$ cat config.mk
export PLATFORM = sky130hd
export DESIGN_NAME = alu_share_arb
export DESIGN_NICKNAME = d
export VERILOG_FILES = /design/src/rtl/alu_share_arb.sv
export SDC_FILE = /design/constraint.sdc
export NUM_CORES = 1
export LEC_CHECK = 0
export CAP_MARGIN = 20
export CORE_MARGIN = 2
export CORE_UTILIZATION = 40
export CTS_CLUSTER_DIAMETER = 80
export DETAILED_ROUTE_END_ITERATION = 10
export HOLD_SLACK_MARGIN = 0.02
export PLACE_DENSITY = 0.8
export REMOVE_ABC_BUFFERS = 1
export SYNTH_ARGS = -nofsm -noshare
export SYNTH_HDL_FRONTEND = slang
export SYNTH_SLANG_ARGS = --single-unit
$ cat constraint.sdc
create_clock -name clk -period 2.1 [get_ports clk]
set_input_delay 0.315 -clock clk [delete_from_list [all_inputs] [get_ports clk]]
set_output_delay 0.315 -clock clk [all_outputs]
set_load 0.005 [all_outputs]
$ cat src/rtl/alu_share_arb.sv
// Round-robin front end that time-shares one combinational ALU between N_REQ requesters.
// Each accepted operation runs IDLE -> EXEC -> RESP and returns a tagged, registered result.
module alu_share_arb #(
  parameter int unsigned N_REQ = 3,
  parameter int unsigned W     = 4,
  parameter int unsigned OPW   = 4,
  parameter int unsigned IDW   = 3
) (
  input  logic                 clk,
  input  logic                 rst_n,
  input  logic [N_REQ-1:0]     req_valid,
  output logic [N_REQ-1:0]     req_ready,
  input  logic [N_REQ*W-1:0]   req_a,
  input  logic [N_REQ*W-1:0]   req_b,
  input  logic [N_REQ*OPW-1:0] req_op,
  output logic [W-1:0]         alu_x,
  output logic [W-1:0]         alu_y,
  output logic [OPW-1:0]       alu_op,
  input  logic [W-1:0]         alu_s,
  input  logic                 alu_c,
  input  logic                 alu_o,
  input  logic                 alu_z,
  output logic                 resp_valid,
  input  logic                 resp_ready,
  output logic [IDW-1:0]       resp_id,
  output logic [W-1:0]         resp_s,
  output logic                 resp_c,
  output logic                 resp_o,
  output logic                 resp_z,
  output logic                 busy,
  output logic [7:0]           done_cnt
);

  typedef enum logic [1:0] {StIdle, StExec, StResp} state_e;

  state_e         r_state;
  logic [IDW-1:0] r_last;
  logic [W-1:0]   r_a;
  logic [W-1:0]   r_b;
  logic [OPW-1:0] r_op;
  logic [IDW-1:0] r_resp_id;
  logic [W-1:0]   r_resp_s;
  logic           r_resp_c;
  logic           r_resp_o;
  logic           r_resp_z;
  logic [7:0]     r_done;

  logic           w_found;
  logic [IDW-1:0] w_gnt;
  logic [W-1:0]   w_a;
  logic [W-1:0]   w_b;
  logic [OPW-1:0] w_op;

  // Rotating priority: the lowest valid index above r_last wins; otherwise the lowest at or
  // below it. Descending scans let the later (higher-priority) pass overwrite the first.
  always_comb begin
    w_found = 1'b0;
    w_gnt   = '0;
    for (int i = int'(N_REQ) - 1; i >= 0; i--) begin
      if (req_valid[i] && (i <= int'(r_last))) begin
        w_found = 1'b1;
        w_gnt   = IDW'(i);
      end
    end
    for (int i = int'(N_REQ) - 1; i >= 0; i--) begin
      if (req_valid[i] && (i > int'(r_last))) begin
        w_found = 1'b1;
        w_gnt   = IDW'(i);
      end
    end
  end

  always_comb begin
    w_a       = '0;
    w_b       = '0;
    w_op      = '0;
    req_ready = '0;
    for (int i = 0; i < int'(N_REQ); i++) begin
      if (w_found && (w_gnt == IDW'(i))) begin
        w_a          = req_a[i*W +: W];
        w_b          = req_b[i*W +: W];
        w_op         = req_op[i*OPW +: OPW];
        req_ready[i] = (r_state == StIdle);
      end
    end
  end

  always_ff @(posedge clk or negedge rst_n) begin
    if (!rst_n) begin
      r_state   <= StIdle;
      r_last    <= IDW'(N_REQ - 1);
      r_a       <= '0;
      r_b       <= '0;
      r_op      <= '0;
      r_resp_id <= '0;
      r_resp_s  <= '0;
      r_resp_c  <= 1'b0;
      r_resp_o  <= 1'b0;
      r_resp_z  <= 1'b0;
      r_done    <= 8'd0;
    end else begin
      unique case (r_state)
        StIdle: begin
          if (w_found) begin
            r_a     <= w_a;
            r_b     <= w_b;
            r_op    <= w_op;
            r_last  <= w_gnt;
            r_state <= StExec;
          end
        end
        StExec: begin
          r_resp_s  <= alu_s;
          r_resp_c  <= alu_c;
          r_resp_o  <= alu_o;
          r_resp_z  <= alu_z;
          r_resp_id <= r_last;
          r_state   <= StResp;
        end
        StResp: begin
          if (resp_ready) begin
            r_done  <= r_done + 8'd1;
            r_state <= StIdle;
          end
        end
        default: r_state <= StIdle;
      endcase
    end
  end

  assign alu_x      = r_a;
  assign alu_y      = r_b;
  assign alu_op     = r_op;
  assign resp_valid = (r_state == StResp);
  assign resp_id    = r_resp_id;
  assign resp_s     = r_resp_s;
  assign resp_c     = r_resp_c;
  assign resp_o     = r_resp_o;
  assign resp_z     = r_resp_z;
  assign busy       = (r_state != StIdle);
  assign done_cnt   = r_done;

endmodule

==> impl_metrics.ini, run 1 <==
[run_status]
outcome = completed

[synthesis]
synthTopCellsByCount = dfrtp_1, nand2_1, nor2_1
synthCells = 150
yosysWarningCount = 0
yosysSeqAreaShare_pct = 48.4
synth_cell_types = 38
synthTopCellsByArea = dfrtp_1, a221oi_2, mux2_2
ys_ff_latch = 33
synth_edf_count = 0
yosysTopAreaCellShare_pct = 46.9
syn_avg_cell_area_sq_um = 11.4
synth_flop_cell = dfrtp_1
yosysTopAreaCell = dfrtp_1
synth_most_common_cell = dfrtp_1
synthArstFlopShare_pct = 100
syn-cell-area_sq_um = 1710

[drt]
vias = 1526
ant_nets = 0
route.detailed.drc = 0
via_per_inst = 5.19
drtPass1Iterations = 4
drt_iter0_markers = 31
wl_per_cell_um = 14.3
wirelength_mm = 4.20

[timing]
drv_slew = 0
period_minus_slack_ns = 1.99
fmax_ghz = 0.502
fin_skew_ns = 0.00585
setup_slack_ns = 0.110
finalSetupViolations = 0
slew-limit-headroom_pct = 56.9
setup_tns_ns = 0
worst_slew_pin_slew_ns = 0.647
hold_viol = 0
rsz0062_at_grt = no
min_period_over_period_pct = 94.8

[floorplanning]
die_x_um = 69.3
core_sq_um = 4060
die_height_um = 69.3
num_rows = 23
start_util_pct = 42.1
die_area_sq_um = 4810
io_pins = 84

[pwr]
p_leak_uw = 0.00117
p_int_uw = 2160
vdd_ir_drop_max_mv = 0.549
pwr_density_cell_nw_per_um2 = 1200
p_sw_share_pct = 34.0
p_clk_share_pct = 14.3
switching_power_uw = 1110
seqPwrFrac_pct = 34.3
combPwrFrac_pct = 51.4

[grt]
busiest_layer = met2
grt_pass1_wl_mm = 6.94
grt_use_met1_pct = 20.5
grt_max_degree = 34
grt_util_met3_pct = 8.28
grt_pass1_vias = 1502
antenna_found_initial = 0
grt_usage_pct = 18.2
use_met2_pct = 29.9
grt_overflow = 0

[worst_hold_path]
hold_class = in -> async

[clock_tree]
cts_hold_buffers = 0
cts_max_level = 2
cts_sinks = 33
insertion_delay_ns = 0.29
cts_made_buffers = 5
path_clk_slew_ns = 0.07
root_buffer = clkbuf_8
cts_tree = built
cts_buffer_depth = 2

[placed_design]
placed_area_sq_um = 2600
gp_congestion = 0.838
place.port_buffers = 82
pre_cts_ws_ns = -0.322
hpwlAfterDp_mm = 3.08

[critical_path]
critPathBufInv = 2
path_class = reg -> out
cp_max_fo = 5
arrival_ns = 1.68
path_cells = nor2_4 > buf_4 > nand2_1 > nor2_1 > clkdlybuf4s50_1
crit_family = buffers and inverters
start_kind = flop
cpPeakStageDelay_ns = 0.50
cp-end-kind = output pin
required_ns = 1.78
cp_slowest_cell = clkdlybuf4s50_1

[layout]
fillCellCount = 323
drive_above_1_share_pct = 21.3
fin_area_sq_um = 2720
final_nets = 293
syn_to_final_growth_pct = 59.3
num_antenna_cells = 0

[flow_run]
drv_cap = 0
## path summary, 6_finish.rpt
check                       startpoint           end  slack, ns  depth (start not counted)
max reg2reg                  r_last[1]      alu_y[3]       0.26                          5
max in group asynchronous        rst_n     r_last[1]       1.35                          2
min in group clk           done_cnt[7]   done_cnt[7]       0.47                          1
min reg2reg                done_cnt[7]   done_cnt[7]       0.47                          1
max                         r_state[1]  req_ready[0]       0.11                          5
min                              rst_n      alu_x[1]       0.43                          2
## power by group through the flow
stage | clock [uW] | sequential [uW] | combinational, uW
2_1_floorplan | 0 | 1120 | 768
3_3_place_gp | 0 | 1130 | 1620
3_5_place_dp | 0 | 1140 | 1660
4_1_cts | 478 | 1120 | 1690
5_1_grt | 496 | 1160 | 1830
6_report | 467 | 1120 | 1680
## what timing repair did
item / CTS / global route
resized for setup: 5 / 2
pin swaps: 1 / 0
setup endpoints to repair: 3 / 6
hold endpoints to repair: 0 / 0
setup buffers: 3 / 0
## cell families after synthesis
family	share of synthesized area, %
XOR/XNOR	3.59
AO/OA/AOI/OAI	22.1
other	0.220
buffers and inverters	4.61
adder cells (fa/ha/maj)	0.732
AND/OR/NAND/NOR	13.8
flip-flops	48.4
multiplexers	6.52
## cells in the final DEF, fill, tap and decap left out, types with 4 or more instances in the layout
cell type / instances
a221oi_2: 10
buf_4: 13
clkbuf_8: 5
clkdlybuf4s50_1: 78
dfrtp_1: 32
dlygate4sd2_1: 4
inv_1: 4
mux2_2: 9
nand2_1: 18
nor2_1: 17
o31ai_1: 6
o31ai_2: 6
xnor2_1: 4
## layer usage
layer,wire length [um],vias up
met5,0,-
met3,420,10
li1,-,721
met4,76,0
met2,2040,70
met1,1660,725
## stage by stage
step	utilization, %	std cells	total power [uW]	hold WS [ns]
after floorplan	-	141	1890	0.0194
after global placement	64.1	283	2750	0.457
after detailed placement	64.1	283	2800	0.467
after CTS	66.8	294	3290	0.439
after global routing	67.1	294	3490	0.467
final	67.1	294	3270	0.433
## final cells by class
class | count | area [sq um] | share of cell area, %
tap | 50 | 62.6 | 2.30
multi-input combinational | 104 | 821 | 30.2
inverter | 4 | 15.0 | 0.552
timing repair buffer | 95 | 913 | 33.6
clock buffer | 6 | 72.6 | 2.67
sequential | 33 | 827 | 30.4
clock inverter | 2 | 10.0 | 0.368
## registers in the layout, indices dropped and copies added, names as in the netlist
signal and cells:
resp_s 4, resp_id 2, alu_op 4, resp_z 1, resp_o 1, r_last 2
alu_x 4, r_state 2, alu_y 4, done_cnt 8, resp_c 1
Power figures use the tool's default switching activity.
==> inputs of run 2 (changes only) <==
CORE_MARGIN = unset   (was 2)
PLACE_DENSITY = unset   (was 0.8)
PLACE_DENSITY_LB_ADDON = 0.2   (was unset)
==> impl_metrics.ini, run 2 (synthesized netlist as in run 1, its figures left out) <==
[drt]
wirelength_mm = 4.31
route.detailed.drc = 0
via_per_inst = 5.09
drt_iter0_markers = 77
ant_nets = 0
drtPass1Iterations = 4
wl_per_cell_um = 14.9
vias = 1476

[floorplanning]
io_pins = 84
start_util_pct = 42.1
die_x_um = 67.3
core_sq_um = 4060
die_area_sq_um = 4540
die_height_um = 67.3
num_rows = 23

[timing]
hold_viol = 0
min_period_over_period_pct = 95.6
setup_slack_ns = 0.0914
drv_slew = 0
period_minus_slack_ns = 2.01
fin_skew_ns = 0.00642
rsz0062_at_grt = no
worst_slew_pin_slew_ns = 0.650
finalSetupViolations = 0
fmax_ghz = 0.498
slew-limit-headroom_pct = 56.6

[placed_design]
hpwlAfterDp_mm = 3.18
placed_area_sq_um = 2590
gp_congestion = 0.819
place.port_buffers = 82
pre_cts_ws_ns = -0.252

[critical_path]
reg2reg_from = r_last[1]
reg2reg_depth = 5
start_kind = flop
path_class = reg -> out
rrSetupSlack_ns = 0.23
cp_max_fo = 3
cp-end-kind = output pin
arrival_ns = 1.69
required_ns = 1.78
worstReg2RegEnd = alu_op[3]

[clock_tree]
insertion_delay_ns = 0.28
cts_sinks = 33
root_buffer = clkbuf_8
cts_max_level = 2
cts_made_buffers = 5
cts_buffer_depth = 2
path_clk_slew_ns = 0.07
cts_tree = built
cts_hold_buffers = 0

[layout]
syn_to_final_growth_pct = 58.3
multi_input_area_sq_um = 821
final_common_cell = clkdlybuf4s50_1
fin_area_sq_um = 2700
layout_common_cells = clkdlybuf4s50_1, dfrtp_1, nand2_1
final_nets = 290
largest_register_ffs = 8
num_antenna_cells = 0
ff_latch_area_sq_um = 828
drive_above_1_share_pct = 20.4
fillCellCount = 308

[grt]
grt_pass1_vias = 1543
grt_pass1_wl_mm = 7.11
grt_overflow = 0
antenna_found_initial = 0
grt_max_degree = 34
grt_usage_pct = 21.2

[pwr]
vdd_ir_drop_max_mv = 0.580
pwr_density_cell_nw_per_um2 = 1210
p_leak_uw = 0.00115

[flow_run]
drv_cap = 0

[run_status]
outcome = completed

[worst_hold_path]
hold_class = in -> async
run 2: cell count changes in the layout (fill, tap and decap cells not counted), sizes merged:
cell | before | now
buf | 13 | 10
clkbuf | 6 | 7
clkinv | 2 | 0
run 2: report_power, final:
group,switching [uW],internal [uW],leakage (uW)
combinational,681,979,0.000698
clock,220,260,0.0000443
sequential,197,923,0.000407
run 2: per-layer routing:
metal | GRT usage, % | share of wire, %
met1 | 22.9 | 41
met2 | 37.6 | 50
met3 | 6.76 | 8.0
met4 | 8.78 | 1.8
met5 | 0 | 0
run 2: worst max path at each step:
stage,from,to
finish,r_last[1],req_ready[2]
global route,r_state[0],req_ready[2]
CTS,r_state[1],req_ready[2]
detailed placement,req_valid[0],alu_op[3]
global placement,req_valid[0],alu_op[3]
floorplan,r_last[1],alu_op[3]
run 2: layout make-up:
| class | count | area share [%] |
|---|---|---|
| Timing Repair Buffer | 92 | 32.9 |
| Sequential cell | 33 | 30.6 |
| Multi-Input combinational cell | 104 | 30.4 |
| Inverter | 4 | 0.555 |
| Tap cell | 50 | 2.31 |
| Clock buffer | 7 | 3.19 |
run 2: critical path, cell delays in order (launching register included):
cell	delay [ns]
dfstp_2	0.53
and2b_4	0.20
a21oi_2	0.15
nor2_1	0.08
clkdlybuf4s50_1	0.45
run 2: repair_timing:
action / in CTS / in global routing
resized for setup: 6 / 2
hold endpoints to repair: 0 / 0
pin swaps: 0 / 1
buffers inserted: 1 / 0
setup endpoints to repair: 2 / 2
run 2: metrics by stage:
stage / setup TNS, ns / std cells / utilization [%] / hold slack (ns) / power (uW)
floorplan: 0 / 141 / - / 0.0194 / 1890
global placement: -0.820 / 282 / 64.0 / 0.455 / 2700
detailed placement: -2.52 / 282 / 64.0 / 0.465 / 2780
CTS: 0 / 290 / 66.5 / 0.446 / 3280
global route: 0 / 290 / 66.6 / 0.485 / 3510
finish: 0 / 290 / 66.6 / 0.435 / 3260
==> inputs of run 3 (changes only) <==
CORE_MARGIN = 2   (was unset)
==> impl_metrics.ini, run 3 (synthesized netlist as in run 1, its figures left out) <==
[critical_path]
path_class = reg -> reg
required_ns = 2.26
path_cells = buf_4 > mux2i_1 > a21oi_4 > a221oi_1 > o31ai_1
start_kind = flop
cpPeakStageDelay_ns = 0.56
worstReg2RegEnd = alu_y[3]
reg2reg_from = r_last[1]
critPathBufInv = 1
cp-end-kind = flop
rrSetupSlack_ns = 0.16
cp_max_fo = 12
reg2reg_depth = 5
crit_family = compound AO/OA/AOI/OAI gates
cp_slowest_cell = dfstp_2
arrival_ns = 2.10

[clock_tree]
root_buffer = clkbuf_8
cts_sinks = 33
insertion_delay_ns = 0.28
cts_max_level = 2
path_clk_slew_ns = 0.07
cts_tree = built
cts_buffer_depth = 2
cts_made_buffers = 5

[layout]
syn_to_final_growth_pct = 59.3
layoutNonFillerInstCount = 293
fin_area_sq_um = 2720
final_common_cell = clkdlybuf4s50_1
num_antenna_cells = 0
layout_common_cells = clkdlybuf4s50_1, dfrtp_1, nand2_1
final_nets = 292
drive_above_1_share_pct = 21.0
largest_register_ffs = 8
fillCellCount = 292

[timing]
period_minus_slack_ns = 1.94
rsz0062_at_grt = no
hold_ws_ns = 0.444
finalSetupViolations = 0
min_period_over_period_pct = 92.3
setup_slack_ns = 0.162
fin_skew_ns = 0.00485
fmax_ghz = 0.516
setup_tns_ns = 0
worst_slew_pin_slew_ns = 0.636
hold_viol = 0
slew-limit-headroom_pct = 57.6
drv_slew = 0

[flow_run]
drv_cap = 0

[drt]
drtPass1Iterations = 4
wirelength_mm = 4.36
wl_per_cell_um = 14.9
ant_nets = 0
drt_iter0_markers = 66
route.detailed.drc = 0
vias = 1518
via_per_inst = 5.18

[pwr]
p_leak_uw = 0.00118
vdd_ir_drop_max_mv = 0.525
pwr_density_cell_nw_per_um2 = 1190

[floorplanning]
die_height_um = 69.3
num_rows = 23
io_pins = 84
die_x_um = 69.3
core_sq_um = 4060
die_area_sq_um = 4810
start_util_pct = 42.1

[grt]
grt_usage_pct = 19.2
grt_pass1_wl_mm = 7.43
antenna_found_initial = 0
grt_max_degree = 34
grt_overflow = 0
grt_pass1_vias = 1579

[placed_design]
gp_congestion = 0.895
placed_area_sq_um = 2590
place.port_buffers = 82
pre_cts_ws_ns = -0.323
dp.cells = 282
hpwlAfterDp_mm = 3.21

[worst_hold_path]
hold_class = in -> async

[run_status]
outcome = completed
==> run 3: cell type report <==
| cell class | count | area, sq um | area share, % |
|---|---|---|---|
| multi-input combinational | 104 | 821 | 30.2 |
| timing repair buffer | 94 | 912 | 33.5 |
| tap | 50 | 62.6 | 2.30 |
| clock buffer | 6 | 72.6 | 2.67 |
| sequential | 33 | 827 | 30.4 |
| clock inverter | 2 | 10.0 | 0.368 |
| inverter | 4 | 15.0 | 0.552 |
==> run 3: per-layer routing <==
layer	part of all wire, %	vias up	track usage (%)
li1	-	724	-
met1	41	707	23.4
met2	48	74	31.2
met3	8.2	13	5.67
met4	2.7	0	9.15
met5	0	-	0
==> run 3: power by group <==
group | internal (uW) | total [uW] | switching (uW)
logic | 995 | 1670 | 677
clock network | 229 | 456 | 227
registers | 921 | 1120 | 199
==> run 3: metrics by stage <==
step | utilization [%] | power, uW
2_1_floorplan | - | 1890
3_3_place_gp | 64.0 | 2710
3_5_place_dp | 64.0 | 2780
4_1_cts | 66.6 | 3270
5_1_grt | 67.0 | 3500
6_report | 67.0 | 3250
==> run 3: worst max path at each step <==
stage / to / slack [ns] / cells past startpoint / from
3_3_place_gp: alu_y[3] / -0.15 / 6 / req_valid[0]
2_1_floorplan: alu_op[3] / 0.40 / 4 / r_last[1]
4_1_cts: alu_y[3] / 0.005 / 5 / r_last[1]
6_report: alu_y[3] / 0.16 / 5 / r_last[1]
5_1_grt: req_ready[0] / 0.05 / 4 / r_last[0]
3_5_place_dp: alu_y[3] / -0.32 / 5 / req_valid[0]
==> run 3: timing repair <==
item,4_1_cts,5_1_grt
pin swaps,1,0
hold endpoints to repair,0,0
setup endpoints to repair,3,13
setup buffers,3,0
resized for setup,4,4
hold buffers,0,0
cloned,0,0
==> run 3: worst reg2reg max path, cell delays in order, from the launching register on <==
cell	delay, ns
dfstp_2	0.56
buf_4	0.13
mux2i_1	0.36
a21oi_4	0.21
a221oi_1	0.43
o31ai_1	0.12
